## src/rtl/dec_in_capture_if.sv

```systemverilog
// Code handshake between the decoder input capture stage and the ADPCM decoder core.
// The capture stage is the master (drives code/valid), the core is the slave (drives ready).
interface dec_in_capture_if;
    logic [4:0] code_o;
    logic [1:0] code_rate;
    logic       code_valid;
    logic       code_ready;

    modport master (
        output code_o,
        output code_rate,
        output code_valid,
        input  code_ready
    );

    modport slave (
        input  code_o,
        input  code_rate,
        input  code_valid,
        output code_ready
    );
endinterface

```

## src/rtl/dec_in_capture.sv

```systemverilog
// Brings the 64 kHz serial code bus into sysclk, extracts the rate-dependent ADPCM code
// and offers it over valid/ready. Frame-length checking is built only with DEC_IN_FRAME_CHECK_EN.
module dec_in_capture #(
    parameter int SYNC_STAGES = 2,
    parameter int FRAME_LEN   = 8
) (
    input  logic              sysclk,
    input  logic              reset,
    input  logic              dec_i_clk,
    input  logic              dec_i_fs,
    input  logic [1:5]        dec_i,
    input  logic [1:0]        RATE,
    dec_in_capture_if.master  code_if,
    output logic              overrun_err,
    output logic              frame_err
);

    typedef enum logic {
        EMPTY,
        FULL
    } state_t;

    state_t state;

    logic [4:0] code_bus;
    logic [SYNC_STAGES-1:0]      clk_sync;
    logic [SYNC_STAGES-1:0]      fs_sync;
    logic [SYNC_STAGES-1:0][4:0] data_sync;

    logic       sync_clk;
    logic       sync_fs;
    logic [4:0] sync_data;

    logic       sync_clk_d;
    logic       clk_rise;
    logic       fs_d;
    logic [4:0] data_d;
    logic       capture;
    logic       first_frame;

    logic [4:0] new_code;
    logic [4:0] code_q;
    logic [1:0] rate_q;
    logic       valid_q;

    // dec_i[1] is the MSB, so it lands in bit 4 of the packed vector
    assign code_bus  = dec_i;
    assign sync_clk  = clk_sync[SYNC_STAGES-1];
    assign sync_fs   = fs_sync[SYNC_STAGES-1];
    assign sync_data = data_sync[SYNC_STAGES-1];

    always_ff @(posedge sysclk or posedge reset) begin
        if (reset) begin
            clk_sync  <= '0;
            fs_sync   <= '0;
            data_sync <= '0;
        end else begin
            clk_sync  <= {clk_sync[SYNC_STAGES-2:0], dec_i_clk};
            fs_sync   <= {fs_sync[SYNC_STAGES-2:0], dec_i_fs};
            data_sync <= {data_sync[SYNC_STAGES-2:0], code_bus};
        end
    end

    // fs and data get one extra flop so they line up with the registered clk_rise pulse
    always_ff @(posedge sysclk or posedge reset) begin
        if (reset) begin
            sync_clk_d <= 1'b0;
            clk_rise   <= 1'b0;
            fs_d       <= 1'b0;
            data_d     <= '0;
        end else begin
            sync_clk_d <= sync_clk;
            clk_rise   <= sync_clk & ~sync_clk_d;
            fs_d       <= sync_fs;
            data_d     <= sync_data;
        end
    end

    assign capture = clk_rise & fs_d;

    always_comb begin
        new_code = data_d;
        case (RATE)
            2'd0: new_code = data_d;
            2'd1: new_code = {1'b0, data_d[4:1]};
            2'd2: new_code = {2'b00, data_d[4:2]};
            2'd3: new_code = {3'b000, data_d[4:3]};
            default: new_code = data_d;
        endcase
    end

    // A capture while FULL is only an overrun if the core is not taking the old code this cycle
    always_ff @(posedge sysclk or posedge reset) begin
        if (reset) begin
            state       <= EMPTY;
            code_q      <= '0;
            rate_q      <= '0;
            valid_q     <= 1'b0;
            overrun_err <= 1'b0;
        end else begin
            case (state)
                EMPTY: begin
                    if (capture) begin
                        code_q  <= new_code;
                        rate_q  <= RATE;
                        valid_q <= 1'b1;
                        state   <= FULL;
                    end
                end
                FULL: begin
                    if (capture) begin
                        if (code_if.code_ready) begin
                            code_q <= new_code;
                            rate_q <= RATE;
                        end else begin
                            overrun_err <= 1'b1;
                        end
                    end else if (code_if.code_ready) begin
                        valid_q <= 1'b0;
                        state   <= EMPTY;
                    end
                end
                default: begin
                    valid_q <= 1'b0;
                    state   <= EMPTY;
                end
            endcase
        end
    end

    assign code_if.code_o     = code_q;
    assign code_if.code_rate  = rate_q;
    assign code_if.code_valid = valid_q;

    always_ff @(posedge sysclk or posedge reset) begin
        if (reset) begin
            first_frame <= 1'b1;
        end else if (capture) begin
            first_frame <= 1'b0;
        end
    end

`ifdef DEC_IN_FRAME_CHECK_EN
    logic [3:0] edge_cnt;

    // The count compared at a capture is the edges seen since the previous fs, before this edge
    always_ff @(posedge sysclk or posedge reset) begin
        if (reset) begin
            edge_cnt  <= '0;
            frame_err <= 1'b0;
        end else if (capture) begin
            if (!first_frame && (edge_cnt != 4'(FRAME_LEN))) begin
                frame_err <= 1'b1;
            end
            edge_cnt <= 4'd1;
        end else if (clk_rise && (edge_cnt != 4'd15)) begin
            edge_cnt <= edge_cnt + 4'd1;
        end
    end
`else
    logic frame_check_unused;

    assign frame_check_unused = first_frame;
    assign frame_err          = 1'b0;
`endif

endmodule

```

## src/flat_wrapper.sv

```systemverilog
// flat-port wrapper written by rule: the top's interface ports become plain ports
module dec_in_capture_flat 
#(
    parameter int SYNC_STAGES = 2,
    parameter int FRAME_LEN   = 8
)
  (sysclk, reset, dec_i_clk, dec_i_fs, dec_i, RATE, overrun_err, frame_err, code_if_code_o, code_if_code_rate, code_if_code_valid, code_if_code_ready);
  dec_in_capture_if code_if_i ();
  input  logic sysclk;
  input  logic reset;
  input  logic dec_i_clk;
  input  logic dec_i_fs;
  input  logic [1:5] dec_i;
  input  logic [1:0] RATE;
  output logic overrun_err;
  output logic frame_err;
  output wire logic [$bits(code_if_i.code_o)-1:0] code_if_code_o;
  output wire logic [$bits(code_if_i.code_rate)-1:0] code_if_code_rate;
  output wire logic [$bits(code_if_i.code_valid)-1:0] code_if_code_valid;
  input wire logic [$bits(code_if_i.code_ready)-1:0] code_if_code_ready;
  assign code_if_code_o = code_if_i.code_o;
  assign code_if_code_rate = code_if_i.code_rate;
  assign code_if_code_valid = code_if_i.code_valid;
  assign code_if_i.code_ready = code_if_code_ready;
  dec_in_capture #(.SYNC_STAGES(SYNC_STAGES), .FRAME_LEN(FRAME_LEN)) u_core (.sysclk(sysclk), .reset(reset), .dec_i_clk(dec_i_clk), .dec_i_fs(dec_i_fs), .dec_i(dec_i), .RATE(RATE), .code_if(code_if_i), .overrun_err(overrun_err), .frame_err(frame_err));
endmodule
```

## config.mk

```make
export PLATFORM = sky130hd
export DESIGN_NAME = dec_in_capture_flat
export DESIGN_NICKNAME = d
export VERILOG_FILES = /design/src/rtl/dec_in_capture_if.sv /design/src/rtl/dec_in_capture.sv /design/src/flat_wrapper.sv
export SDC_FILE = /design/constraint.sdc
export NUM_CORES = 1
export LEC_CHECK = 0
export CAP_MARGIN = 20
export CORE_MARGIN = 10
export CORE_UTILIZATION = 52
export DETAILED_ROUTE_END_ITERATION = 16
export GPL_ROUTABILITY_DRIVEN = 0
export MAX_ROUTING_LAYER = met4
export PLACE_DENSITY = 0.85
export SYNTH_ARGS = -nofsm -noshare
export SYNTH_HDL_FRONTEND = slang
export SYNTH_SLANG_ARGS = --single-unit
```

## constraint.sdc

```tcl
create_clock -name sysclk -period 2.4 [get_ports sysclk]
set_input_delay 0.48 -clock sysclk [delete_from_list [all_inputs] [get_ports sysclk]]
set_output_delay 0.48 -clock sysclk [all_outputs]
set_load 0.01 [all_outputs]
```

# Word-level counts from Yosys, hierarchy flattened
# Cells that the tools add are included.
dict set report classes {
  eq_ne 7
  n_mux 17
  bitwise_logic 5
  reduce_logical 4
}
# cell count
set ops {}
lappend ops {{$pmux W5 S4} 1}
lappend ops {{$mux W5} 3}
lappend ops {{$pmux W5 S2} 1}
lappend ops {{$reduce_and A3 Y1} 3}
lappend ops {{$mux W1} 6}
lappend ops {{$mux W2} 3}
lappend ops {{$ne A2 B2 Y1 const B} 3}
lappend ops {{$eq A2 B2 Y1 const B} 2}
lappend ops {{$pmux W1 S2} 2}
lappend ops {{$pmux W2 S2} 1}
lappend ops {{$not A1 Y1} 3}
lappend ops {{$and A1 B1 Y1} 2}
lappend ops {{$eq A2 B1 Y1 const B} 1}
lappend ops {{$logic_not A2 Y1} 1}
lappend ops {{$ne A2 B1 Y1 const B} 1}
dict set report word_totals {
  ff_bits 32
  in_bits 12
  out_inout_bits 10
  elab_cells 46
}

# Longest topological paths before layout
dict set report logic_depth {
  word_depth 5
  mapped_depth 5
  mapped_depth_nobuf 5
}

# Least setup slack after synthesis
# Ideal clock, no wire load.
dict set report synth_timing {
  path_kind {input -> register}
  start {input port RATE[0]}
  end {register u_core.code_q[1], in the netlist u_core.code_if.code_o[1]}
  setup_ns 0.125
  t_arrival_ns 1.119
  setup_slack_ns 1.156
  stages 4
  n_path_buf 1
  cell_sequence {buf_6 mux2i_1 mux2i_1 mux2_2}
}
dict set report synth_via {
  elab_chain_cells 5
}
# item line
set synth_rtl {}
lappend synth_rtl {{start, declared} flat_wrapper.sv:14} ;# input logic [1:0] RATE;
lappend synth_rtl {{$eq A2 B2 Y1, or another cell as far along} dec_in_capture.sv:83} ;# case (RATE)
lappend synth_rtl {{$pmux W5 S4 *} dec_in_capture.sv:83}
lappend synth_rtl {{$mux W5} dec_in_capture.sv:112} ;# if (code_if.code_ready) begin
lappend synth_rtl {{$mux W5} dec_in_capture.sv:111} ;# if (capture) begin
lappend synth_rtl {{$pmux W5 S2 *} dec_in_capture.sv:101} ;# case (state)
lappend synth_rtl {{end signal, assigned} dec_in_capture.sv:104} ;# code_q <= new_code;
lappend synth_rtl {{end signal, assigned} dec_in_capture.sv:113} ;# code_q <= new_code;
lappend synth_rtl {{end, declared} dec_in_capture.sv:42} ;# logic [4:0] code_q;
# Every way passes the cells marked *; elsewhere a longest branch is shown, timed or not. The select of a mux whose other input is x is not followed.
# A chain may end at the register's enable or synchronous reset.

# Worst setup path in the final report
dict set report layout_timing {
  start {register u_core.code_q[1], in the netlist u_core.code_if.code_o[1]}
  end {output port code_if_code_o[1]}
}
# item line
set layout_rtl {}
lappend layout_rtl {{end, declared} flat_wrapper.sv:17} ;# output wire logic [$bits(code_if_i.code_o)-1:0] code_if_code_o;
# No word-level cell between the ends.

==> results.sh <==
export IMPL_synth_nets=80
export IMPL_synth_largest_area_cell="dfrtp_1"
export IMPL_setup_viol=0
export IMPL_via_count=561
export IMPL_max_stage_delay_ns=0.54
export IMPL_holdCritStartpoint="u_core.fs_sync[1]$_DFF_PP0_"
export IMPL_grt_setup_unrepaired="false"
export IMPL_fmax_mhz=592
export IMPL_p_sw_share_pct=21.6
export IMPL_synth_top_area_share_pct=74.6
export IMPL_worst_slack_ns=0.710
export IMPL_wl_per_cell_um=12.0
export IMPL_tns_ns=0
export IMPL_drc=0
export IMPL_drtIter0Drc=17
export IMPL_wl_mm=1.43
export IMPL_p_sw_mw=0.259
export IMPL_hold_slack_ns=0.343
export IMPL_cts_resized=0
export IMPL_r2r_cells=5
export IMPL_vdd_ir_drop_max_mv=0.666
export IMPL_power_density_nw_per_um2=875
export IMPL_synth_fa_ha_area_share_pct=2.33
export IMPL_ant_nets=0
export IMPL_port_buffers=20
export IMPL_cp_num_buf_inv=1
export IMPL_synth_top_family_by_area="multiplexers"
export IMPL_fp_dieH_um=65.4
export IMPL_cts_root_buf="clkbuf_4"
export IMPL_end_kind="output pin"
export IMPL_mostFrequentLayoutCell="dfrtp_1"
export IMPL_num_rows=16
export IMPL_placed_cell_area_sq_um=1290
export IMPL_yosys_top_cells_area="dfrtp_1, mux2_2, mux2i_1"
export IMPL_cts_made_buffers=5
export IMPL_cts_hold_buf=0
export IMPL_status="finished clean"
export IMPL_syn_area_sq_um=1070
export IMPL_worstSkewPairLatency_ns=0.31
export IMPL_path_delay_family="buffers and inverters"
export IMPL_finalCriticalPeriod_ns=1.69
export IMPL_r2r_start="u_core.clk_rise$_DFF_PP0_"
export IMPL_grt_overflow=0
export IMPL_critPathRequiredTime_ns=1.92
export IMPL_nFillCells=151
export IMPL_ys_async_sr_fraction_pct=100
export IMPL_final_cell_area_sq_um=1370
export IMPL_critPathKind="flop to output pin"
export IMPL_grt_max_degree=33
export IMPL_hold_class="flop to flop"
export IMPL_finClkSkew_ns=0.0115
export IMPL_holdPathEnd="u_core.fs_d$_DFF_PP0_"
export IMPL_r2r_end="u_core.code_if.code_o[4]$_DFFE_PP0P_"
export IMPL_seq_area_frac_synth_pct=74.6
export IMPL_post_route_period_util_pct=70.4
export IMPL_clk_pin_slew_ns=0.09
export IMPL_cts_sink_count=32
export IMPL_power_internal_mw=0.938
export IMPL_viasPerCell=4.71
export IMPL_dr_pass1_iters=4
export IMPL_pwr_share_clk_pct=31.7
export IMPL_worst_ep_arrival_time_ns=1.21
export IMPL_area_growth_pct=27.4
export IMPL_antenna_found_initial=0
export IMPL_synthXorXnorAreaFrac_pct=0
export IMPL_synthFlopType="dfrtp_1"
export IMPL_initial_core_util_pct=54.7
export IMPL_synthMuxAreaShare_pct=12.9
export IMPL_yosys_area_share_simple_pct=4.90
export IMPL_ys_types=19
export IMPL_post_cts_buffers=0
export IMPL_final_nets=105
export IMPL_grtUsageTotal_pct=8.45
export IMPL_holdPathStages=0
export IMPL_synth_warnings=0
export IMPL_ioPinCount=22
export IMPL_syn_inst=66
export IMPL_synth_edff_count=0
export IMPL_drive_gt1_share_pct=17.4
export IMPL_seq_power_share_pct=51.9
export IMPL_pwr_share_comb_pct=16.3
export IMPL_place_hpwl_mm=1.11
export IMPL_maxSlewViolCount=0
export IMPL_startpoint_type="flop"
export IMPL_p_leak_nw=0.626
export IMPL_synth_compound_area_share_pct=1.98
export IMPL_avgSynthCellArea_sq_um=16.3
export IMPL_cp_slowest_cell="clkdlybuf4s50_1"
export IMPL_grt_pass1_vias=599
export IMPL_cap_violations=0
export IMPL_crit_chain="clkdlybuf4s50_1"
export IMPL_clockBufferDepth=2
export IMPL_ff2ff_setup_slack_ns=1.08
export IMPL_core_area_sq_um=1960
export IMPL_diodes=0
export IMPL_final_cell_mix="dfrtp_1, clkdlybuf4s50_1, mux2_2, mux2i_1, clkbuf_4"
export IMPL_die_area_sq_um=4280
export IMPL_htreeDepth=2
export IMPL_hold_viol_final=0
export IMPL_tritoncts="done"
export IMPL_post_place_ws_ns=0.525
export IMPL_fp_dieW_um=65.4
export IMPL_synth_seq_cells=32
export IMPL_grt_pass1_wl_mm=2.68
export IMPL_cp_max_fo=2
-- synthesized netlist by cell type, drive strengths merged, types with 2 or more instances --
cell type,number
buf,3
dfrtp,32
ha,2
inv,2
mux2,7
mux2i,6
nand2,4
nor2,2
-- per-stage QoR --
| stage | total power [mW] | instances | util [%] |
|---|---|---|---|
| 2_1_floorplan | 0.722 | 66 | - |
| 3_3_place_gp | 0.827 | 111 | 65.8 |
| 3_5_place_dp | 0.835 | 111 | 65.8 |
| 4_1_cts | 1.21 | 119 | 69.7 |
| 5_1_grt | 1.27 | 119 | 69.7 |
| 6_report | 1.20 | 119 | 69.7 |
-- power by group through the flow --
| stage | registers (mW) | clock network (mW) | logic (mW) |
|---|---|---|---|
| finish | 0.622 | 0.380 | 0.195 |
| global route | 0.630 | 0.425 | 0.217 |
| CTS | 0.623 | 0.390 | 0.201 |
| detailed placement | 0.634 | 0 | 0.201 |
| global placement | 0.630 | 0 | 0.197 |
| floorplan | 0.650 | 0 | 0.0720 |
-- logic make-up (layout without fill, tap and decap cells) --
family	Yosys count	count (layout)
flip-flops	32	32
multiplexers	13	13
AND/OR/NAND/NOR	10	10
buffers and inverters	5	31
AO/OA/AOI/OAI	3	3
adder cells (fa/ha/maj)	2	2
other	1	1
-- state kept, by name, indices dropped and copies added, names as in the netlist --
name,flops
u_core.code_if.code_valid,1
u_core.state,1
u_core.data_d,5
u_core.sync_data,5
u_core.fs_d,1
u_core.code_if.code_rate,2
u_core.clk_rise,1
u_core.sync_clk_d,1
u_core.clk_sync,2
u_core.overrun_err,1
u_core.code_if.code_o,5
u_core.fs_sync,2
u_core.data_sync,5
-- how the worst max path moves through the flow --
stage	start	to	depth (start not counted)
2_1_floorplan	RATE[0]	u_core.code_if.code_o[1]$_DFFE_PP0P_	4
3_3_place_gp	RATE[0]	u_core.code_if.code_o[0]$_DFFE_PP0P_	4
3_5_place_dp	RATE[0]	u_core.code_if.code_o[2]$_DFFE_PP0P_	4
4_1_cts	u_core.code_if.code_valid$_DFFE_PP0P_	code_if_code_valid	1
5_1_grt	u_core.code_if.code_valid$_DFFE_PP0P_	code_if_code_valid	1
6_report	u_core.code_if.code_o[1]$_DFFE_PP0P_	code_if_code_o[1]	1
-- metal layers --
layer	GRT usage (%)	wire (um)
met1	9.24	626
met2	11.6	676
met3	5.59	114
met4	4.01	10
met5	-	0
-- layout make-up --
type | count | area (sq um) | share of cell area (%)
Multi-Input combinational cell | 29 | 241 | 17.7
Sequential cell | 32 | 801 | 58.6
Inverter | 2 | 7.51 | 0.549
Clock buffer | 6 | 41.3 | 3.02
Timing Repair Buffer | 21 | 208 | 15.2
Clock inverter | 2 | 35.0 | 2.56
Tap cell | 27 | 33.8 | 2.47
Note: power is estimated with default switching activity, not from simulation.
